--- config.mk ---
export PLATFORM = sky130hd
export DESIGN_NAME = conversor_bcd
export DESIGN_NICKNAME = d
export VERILOG_FILES = /design/src/rtl/conversor_bcd_pkg.sv /design/src/rtl/decodificador_7seg.sv /design/src/rtl/conversor_bcd.sv
export SDC_FILE = /design/constraint.sdc
export NUM_CORES = 1
export LEC_CHECK = 0
export CAP_MARGIN = 30
export CORE_MARGIN = 2
export CORE_UTILIZATION = 45
export DETAILED_ROUTE_END_ITERATION = 10
export PLACE_DENSITY = 0.68
export SYNTH_ARGS = -nofsm -noshare
export SYNTH_HDL_FRONTEND = slang
export SYNTH_SLANG_ARGS = --single-unit
--- constraint.sdc ---
create_clock -name Clk -period 2.6 [get_ports Clk]
set_input_delay 0.52 -clock Clk [delete_from_list [all_inputs] [get_ports Clk]]
set_output_delay 0.52 -clock Clk [all_outputs]
set_load 0.05 [all_outputs]
--- src/rtl/conversor_bcd_pkg.sv ---
// Shared definitions for the sequential binary-to-BCD converter: FSM encoding,
// digit geometry, the add-3 threshold and the active-low 7-segment table.
package conversor_bcd_pkg;

    localparam int unsigned N_DIGITS    = 3;
    localparam int unsigned DIGIT_W     = 4;
    localparam int unsigned BCD_W       = N_DIGITS * DIGIT_W;
    localparam int unsigned ADD3_THRESH = 5;
    localparam int unsigned SEG_W       = 7;

    typedef enum logic [1:0] {
        IDLE    = 2'd0,
        DESLOCA = 2'd1,
        FIM     = 2'd2
    } estado_t;

    // Double-dabble correction applied to one scratch digit before each shift
    function automatic logic [DIGIT_W-1:0] add3(input logic [DIGIT_W-1:0] d);
        return (d >= DIGIT_W'(ADD3_THRESH)) ? d + DIGIT_W'(3) : d;
    endfunction

    // Active-low segments, bit order gfedcba; non-decimal codes blank the digit
    function automatic logic [SEG_W-1:0] seg7(input logic [DIGIT_W-1:0] d);
        logic [SEG_W-1:0] s;
        case (d)
            4'd0:    s = 7'b1000000;
            4'd1:    s = 7'b1111001;
            4'd2:    s = 7'b0100100;
            4'd3:    s = 7'b0110000;
            4'd4:    s = 7'b0011001;
            4'd5:    s = 7'b0010010;
            4'd6:    s = 7'b0000010;
            4'd7:    s = 7'b1111000;
            4'd8:    s = 7'b0000000;
            4'd9:    s = 7'b0010000;
            default: s = 7'b1111111;
        endcase
        return s;
    endfunction

endpackage

--- src/rtl/decodificador_7seg.sv ---
// One BCD digit to active-low gfedcba segments, purely combinational.
module decodificador_7seg
    import conversor_bcd_pkg::*;
(
    input  logic [DIGIT_W-1:0] digit_i,
    output logic [SEG_W-1:0]   seg_o
);

    assign seg_o = seg7(digit_i);

endmodule

--- src/rtl/conversor_bcd.sv ---
// Sequential double-dabble binary-to-BCD converter, one input bit per clock.
// Define CONVERSOR_BCD_SEG7_EN to add the Seg_C/Seg_D/Seg_U 7-segment outputs.
module conversor_bcd
    import conversor_bcd_pkg::*;
#(
    parameter int unsigned W = 8
)
(
    input  logic               Clk,
    input  logic               Rst,
    input  logic               St,
    input  logic [W-1:0]       Produto,
    output logic               Idle,
    output logic               Done,
    output logic [DIGIT_W-1:0] Centena,
    output logic [DIGIT_W-1:0] Dezena,
    output logic [DIGIT_W-1:0] Unidade
`ifdef CONVERSOR_BCD_SEG7_EN
    ,
    output logic [SEG_W-1:0]   Seg_C,
    output logic [SEG_W-1:0]   Seg_D,
    output logic [SEG_W-1:0]   Seg_U
`endif
);

    localparam int unsigned CNT_W   = $clog2(W + 1);
    localparam int unsigned CHAIN_W = BCD_W + W;

    estado_t            state_q, state_d;
    logic [W-1:0]       shift_q, shift_d;
    logic [BCD_W-1:0]   bcd_q,   bcd_d;
    logic [BCD_W-1:0]   dig_q,   dig_d;
    logic [CNT_W-1:0]   cnt_q,   cnt_d;

    logic [BCD_W-1:0]   bcd_adj;
    logic [CHAIN_W-1:0] chain;
    logic               last_bit;

    // Correct every scratch digit, then shift the whole chain one bit left
    always_comb begin
        bcd_adj = '0;
        for (int i = 0; i < int'(N_DIGITS); i++) begin
            bcd_adj[i*DIGIT_W +: DIGIT_W] = add3(bcd_q[i*DIGIT_W +: DIGIT_W]);
        end
        chain = {bcd_adj, shift_q} << 1;
    end

    assign last_bit = (cnt_q == CNT_W'(1));

    always_ff @(posedge Clk) begin
        if (Rst) begin
            state_q <= IDLE;
        end else begin
            state_q <= state_d;
        end
    end

    always_comb begin
        state_d = state_q;
        case (state_q)
            IDLE:    if (St) state_d = DESLOCA;
            DESLOCA: if (last_bit) state_d = FIM;
            FIM:     state_d = IDLE;
            default: state_d = IDLE;
        endcase
    end

    always_comb begin
        Idle = (state_q == IDLE);
        Done = (state_q == FIM);
    end

    // Datapath; the visible digits only change on the final shift
    always_comb begin
        shift_d = shift_q;
        bcd_d   = bcd_q;
        dig_d   = dig_q;
        cnt_d   = cnt_q;
        case (state_q)
            IDLE: begin
                if (St) begin
                    shift_d = Produto;
                    bcd_d   = '0;
                    cnt_d   = CNT_W'(W);
                end
            end
            DESLOCA: begin
                bcd_d   = chain[CHAIN_W-1 -: BCD_W];
                shift_d = chain[W-1:0];
                cnt_d   = cnt_q - CNT_W'(1);
                if (last_bit) dig_d = chain[CHAIN_W-1 -: BCD_W];
            end
            default: ;
        endcase
    end

    always_ff @(posedge Clk) begin
        if (Rst) begin
            shift_q <= '0;
            bcd_q   <= '0;
            dig_q   <= '0;
            cnt_q   <= '0;
        end else begin
            shift_q <= shift_d;
            bcd_q   <= bcd_d;
            dig_q   <= dig_d;
            cnt_q   <= cnt_d;
        end
    end

    assign Centena = dig_q[2*DIGIT_W +: DIGIT_W];
    assign Dezena  = dig_q[1*DIGIT_W +: DIGIT_W];
    assign Unidade = dig_q[0*DIGIT_W +: DIGIT_W];

`ifdef CONVERSOR_BCD_SEG7_EN
    decodificador_7seg u_seg_c (.digit_i(Centena), .seg_o(Seg_C));
    decodificador_7seg u_seg_d (.digit_i(Dezena),  .seg_o(Seg_D));
    decodificador_7seg u_seg_u (.digit_i(Unidade), .seg_o(Seg_U));
`endif

endmodule

==> metrics.yaml, run 1 <==
peakVddDrop_uv: 326
hold_depth: 2
synth-main-ff-cell: "dfxtp_1"
wl_met1_um: 1740
ys.warnings.count: 0
antenna_found_initial: 0
switching_share_pct: 25.4
crit_slowest_cell: "clkdlybuf4s50_1"
layout.nets: 256
syn_area_um2: 1780
clock_power_share_pct: 32.6
hold_path.class: "register to register"
ys_seq_area_share_pct: 42.8
criticalPathCategory: "register to output port"
syn-num-nets: 229
power.total_uw: 1150
wl_met2_um: 1650
coreArea_um2: 3720
drc: 0
start_util_pct: 47.8
ant_nets: 0
skew_ps: 3.23
r2r-start: "state_q[0]"
hold_end: "shift_q[2]"
rrSetupSlack_ps: 660
period_needed_ps: 2190
cts_htree_levels: 2
switching_power_uw: 292
async_flop_share_pct: 0
r2r-end: "dig_q[8]"
post_cts_buffers: 0
layout-area-overhead-vs-synth_pct: 21.7
final_common_cell: "dfxtp_1"
dp_slack_ps: 533
drtPass1Iterations: 4
rsz0062_at_grt: "no"
drive_above_1_share_pct: 9.28
clock.fmax_mhz: 457
nFillCells: 343
synth-edff-count: 0
r2r_cells: 5
synth-seq-cells: 38
cts.repair.resized: 0
overflow: 0
gp_congestion: 0.862
seqPwrFrac_pct: 54.3
dp_hpwl_um: 2680
crit_path_max_incr_delay_ps: 810
io_pins: 25
leakage_uw: 0.000774
vias: 1478
synth_cell_types: 32
cts_hold_buf: 0
final_max_slew_viol_count: 0
rows: 22
avgSynthCellArea_um2: 8.46
setup_viol_count_final: 0
cts_root_buf: "clkbuf_8"
worst-path-buf-inv: 1
cts-buffers-inserted: 5
slew_headroom_pct: 54.2
crit_path_start_kind: "register"
combinationalPowerShare_pct: 13.2
finalHoldViolations: 0
dp_cells: 278
powerDensity_nw_per_um2: 532
required_ps: 2080
worst-endpoint-arrival_ps: 1670
antenna_cells: 0
end_kind: "output port"
clkLatencyLatePin_ps: 290
clk_path_buf_depth: 2
viasPerCell: 5.19
cts_tree: "yes"
grt_pass1_wl_um: 6070
cts.sinks: 38
min-delay-start: "shift_q[2]"
most-common-layout-cells: "dfxtp_1, nor2_1, clkdlybuf4s50_1, a21oi_1, nand2_1"
clkTransAtPathRegs_ps: 70
p_int_uw: 858
portBuffers: 24
finalSetupTns_ps: 0
drt-initial-drc-count: 34
crit_cells: 2
routed-wl-met3_um: 152
grt_max_degree: 18
maxUsedRoutingLayer: "met4"
die_y_um: 66.8
cap_violations: 0
path_cells: "nor2b_1, clkdlybuf4s50_1"
fin_ws_ps: 413
worstPathMaxFanout: 7
final_util_pct: 58.2
wl_um: 3610
wl_per_cell_um: 12.7
die_x_um: 66.8
netlist_instances: 210
die-area_um2: 4470
worst_pin_slew_ps: 684
cp_top_family: "buffers and inverters"
fin_crit_sh_pct: 84.1
first_global_vias: 1373
status: "finished clean"
layout.cells.non_filler: 285
grt_usage_pct: 18.3
==> layout make-up <==
type | count | area [µm²] | area share (%)
Inverter | 11 | 41.3 | 1.91
Clock buffer | 7 | 76.3 | 3.53
Tap cell | 48 | 60.1 | 2.78
Multi-Input combinational cell | 150 | 931 | 43.1
Sequential cell | 38 | 761 | 35.2
Timing Repair Buffer | 31 | 293 | 13.5
==> worst register-to-register path, cell delays in order (launching register included) <==
cell,delay [ps]
dfxtp_1,530
nand2b_4,120
nor4b_4,650
buf_4,290
nor2_1,50
a211oi_1,210
==> sequential cells by signal (all words and copies together) (netlist names) <==
signal   cells
shift_q      8
bcd_q       12
cnt_q        4
dig_q       12
state_q      2
==> power by group through the flow <==
stage	combinational (µW)	sequential (µW)	clock (µW)
finish	151	624	375
global route	168	627	411
CTS	152	624	390
detailed placement	152	637	0
global placement	151	637	0
floorplan	96.9	642	0
==> stage by stage <==
stage | instance area [µm²] | hold WS, ps
detailed placement | 2090 | 449
global route | 2160 | 485
floorplan | 1780 | 425
CTS | 2160 | 463
global placement | 2090 | 450
finish | 2160 | 461
==> logic make-up (layout without fill, tap and decap cells) <==
kind of cell,Yosys count,after routing,synth area share [%]
simple gates,81,81,23.8
compound gates,53,53,18.4
flops,38,38,42.8
buf+inv,22,49,4.79
fa+ha+maj,8,8,5.63
mux,5,5,3.10
xor+xnor,3,3,1.48
==> synthesized netlist by cell type (3+ instances only) <==
cell,instances,share of area [%]
dfxtp_1,38,43
nor2_1,32,6.8
a21oi_1,18,5.1
nand2_1,15,3.2
o21ai_0,12,3.4
inv_1,11,2.3
nand2b_1,10,3.5
clkbuf_1,9,1.9
ha_1,8,5.6
o22ai_1,7,2.5
a211oi_1,6,2.5
nor2b_1,5,1.8
nor3_1,5,1.4
nor3b_1,5,2.1
mux2_2,4,2.5
xnor2_1,3,1.5
==> layer usage <==
metal	vias up	global-route usage [%]
met5	-	0
met4	0	7.65
met3	7	5.57
met2	24	29.5
met1	672	22.6
li1	775	-
==> how the worst max path moves through the flow <==
stage                     slack, ps       end  startpoint
final                           410      Done  state_q[0]
after global routing            330      Done  state_q[0]
after CTS                       400      Done  state_q[0]
after detailed placement        530  bcd_q[7]         Rst
after global placement          600  bcd_q[7]         Rst
after floorplan                 660      Done  state_q[1]
Note: power is estimated with default switching activity, not from simulation.
==> run 2, diff against run 1 <==
--- a/config.mk
+++ b/config.mk
@@ -9,7 +9,7 @@
 export CORE_MARGIN = 2
 export CORE_UTILIZATION = 45
 export DETAILED_ROUTE_END_ITERATION = 10
-export PLACE_DENSITY = 0.68
+export PLACE_DENSITY = 0.7
 export SYNTH_ARGS = -nofsm -noshare
 export SYNTH_HDL_FRONTEND = slang
 export SYNTH_SLANG_ARGS = --single-unit
==> constraint.sdc (replaced) <==
create_clock -name Clk -period 1.96 [get_ports Clk]
set_input_delay 0.392 -clock Clk [delete_from_list [all_inputs] [get_ports Clk]]
set_output_delay 0.392 -clock Clk [all_outputs]
set_load 0.05 [all_outputs]
==> run 2 against run 1 <==
  * Combinational power rose by 42%
  * Clock-buffer cell count fell by 1
  * Worst hold slack got worse by 5.4 ps
  * Core utilization rose by 1.4 points
  * Setup slack got worse by 280 ps
  * Cell count rose by 1.4%
  * Sequential power rose by 32%
  * Critical path type unchanged
==> metrics.yaml, run 2 (synthesis results as in run 1) <==
cts_tree: "yes"  # unchanged
gp_congestion: 0.803  # was 0.862
crit_cells: 1  # was 2
criticalPathCategory: "register to output port"  # unchanged
io_pins: 25  # unchanged
top_regs: "bcd_q (12), dig_q (12), shift_q (8)"  # unchanged
coreArea_um2: 3720  # unchanged
hold_path.class: "register to register"  # unchanged
drt-initial-drc-count: 81  # was 34
cap_violations: 0  # unchanged
drc: 0  # unchanged
die_y_um: 66.8  # unchanged
wl_um: 3620  # was 3610 µm
hold_slack_ps: 455  # was 461 ps
antenna_found_initial: 0  # unchanged
dp_cells: 283  # was 278
worst_pin_slew_ps: 503  # was 684 ps
drtPass1Iterations: 4  # unchanged
cp_top_family: "buffers and inverters"  # unchanged
rows: 22  # unchanged
design_area_um2: 2210  # was 2160 µm²
drive_above_1_share_pct: 12.4  # was 9.28%
rsz0062_at_grt: "no"  # unchanged
fin_crit_sh_pct: 93.0
final_common_cell: "dfxtp_1"  # unchanged
clk_path_buf_depth: 2  # unchanged
worstPathMaxFanout: 2  # was 7
post_cts_buffers: 0  # unchanged
required_ps: 1570  # was 2080 ps
layout-area-overhead-vs-synth_pct: 24.6  # was 21.7%
postPlaceCellArea_um2: 2130  # was 2090 µm²
seq_area_um2: 761  # unchanged
cts.sinks: 38  # unchanged
final_max_slew_viol_count: 0  # unchanged
r2r_cells: 6  # was 5
finalHoldViolations: 0  # unchanged
first_global_vias: 1434  # was 1373
peakVddDrop_uv: 396  # was 326 µV
leakage_uw: 0.000809  # was 0.000774 µW
setup_viol_count_final: 0  # unchanged
skew_ps: 2.51  # was 3.23 ps
ant_nets: 0  # unchanged
slew_headroom_pct: 66.3  # was 54.2%
fin_ws_ps: 136  # was 413 ps
cts_hold_buf: 0  # unchanged
start_util_pct: 47.8  # unchanged
vias: 1495  # was 1478
grt_usage_pct: 19.2  # was 18.3%
wl_per_cell_um: 12.5  # was 12.7 µm
cts_htree_levels: 2  # unchanged
worst-path-buf-inv: 1  # unchanged
portBuffers: 24  # unchanged
crit_path_start_kind: "register"  # unchanged
layout.nets: 261  # was 256
cts_root_buf: "clkbuf_8"  # unchanged
grt_pass1_wl_um: 6430  # was 6070 µm
end_kind: "output port"  # unchanged
period_needed_ps: 1820
multi_input_area_um2: 931  # unchanged
rrSetupSlack_ps: 360  # was 660 ps
hold_depth: 2  # unchanged
grt_max_degree: 23  # was 18
cts-buffers-inserted: 5  # unchanged
dp_slack_ps: 295  # was 533 ps
layout.cells.non_filler: 289  # was 285
antenna_cells: 0  # unchanged
die_x_um: 66.8  # unchanged
cts.repair.resized: 0  # unchanged
powerDensity_nw_per_um2: 708  # was 532 nW/µm²
dp_hpwl_um: 2630  # was 2680 µm
most-common-layout-cells: "dfxtp_1, nor2_1, clkdlybuf4s50_1, a21oi_1, nand2_1"  # unchanged
clkTransAtPathRegs_ps: 70  # about the same
path_cells: "clkdlybuf4s50_1"  # was nor2b_1, clkdlybuf4s50_1
viasPerCell: 5.17  # was 5.19
overflow: 0  # unchanged
worst-endpoint-arrival_ps: 1430  # was 1670 ps
nFillCells: 351  # was 343
crit_path_max_incr_delay_ps: 800  # was 810 ps
clock.fmax_mhz: 548
crit_slowest_cell: "clkdlybuf4s50_1"  # unchanged
die-area_um2: 4470  # unchanged
status: "finished clean"  # unchanged
finalSetupTns_ps: 0  # unchanged
clkLatencyLatePin_ps: 290  # about the same
run 2: cell types whose count changed in the layout (fill, tap and decap cells not counted):
cell,delta
buf_12,+1
buf_4,+6
clkbuf_1,-2
clkbuf_8,+1
clkdlybuf4s50_1,-2
run 2: final timing paths:
| kind | startpoint | endpoint |
|---|---|---|
| worst max register to register | bcd_q[0] | dig_q[2] |
| worst min-delay path | shift_q[2] | shift_q[2] |
| worst max-delay path | dig_q[9] | Centena[1] |
| worst min register to register | shift_q[2] | shift_q[2] |
run 2: power breakdown:
part / internal, µW / total [µW] / switching [µW] / leakage, µW
clock: 271 / 529 / 258 / 0.0000431
sequential: 801 / 825 / 23.4 / 0.000309
combinational: 98.9 / 214 / 115 / 0.000457
run 2: worst reg2reg max path: cells and delay by family, from the launching register on:
kind | cells | cell delay [ps]
mux | 1 | 370
compound gates | 2 | 390
buf+inv | 1 | 100
fa+ha+maj | 1 | 250
simple gates | 1 | 90
flops | 1 | 340
run 2: layout make-up:
class	instances	share of cell area [%]
Sequential cell	38	34.4
Timing Repair Buffer	36	15.3
Inverter	11	1.87
Tap cell	48	2.71
Clock buffer	6	3.73
Multi-Input combinational cell	150	42.1
run 2: routing by layer:
| layer | wire [µm] | track usage, % | share of wire, % |
|---|---|---|---|
| met1 | 1860 | 25.2 | 51 |
| met2 | 1580 | 29.4 | 44 |
| met3 | 136 | 6.42 | 3.8 |
| met4 | 46 | 6.89 | 1.3 |
| met5 | 0 | 0 | 0 |
run 2: per-stage QoR:
step                total power, µW  util [%]
floorplan                       979         -
global placement               1050      57.3
detailed placement             1050      57.3
CTS                            1580      59.6
global route                   1640      59.6
finish                         1570      59.6
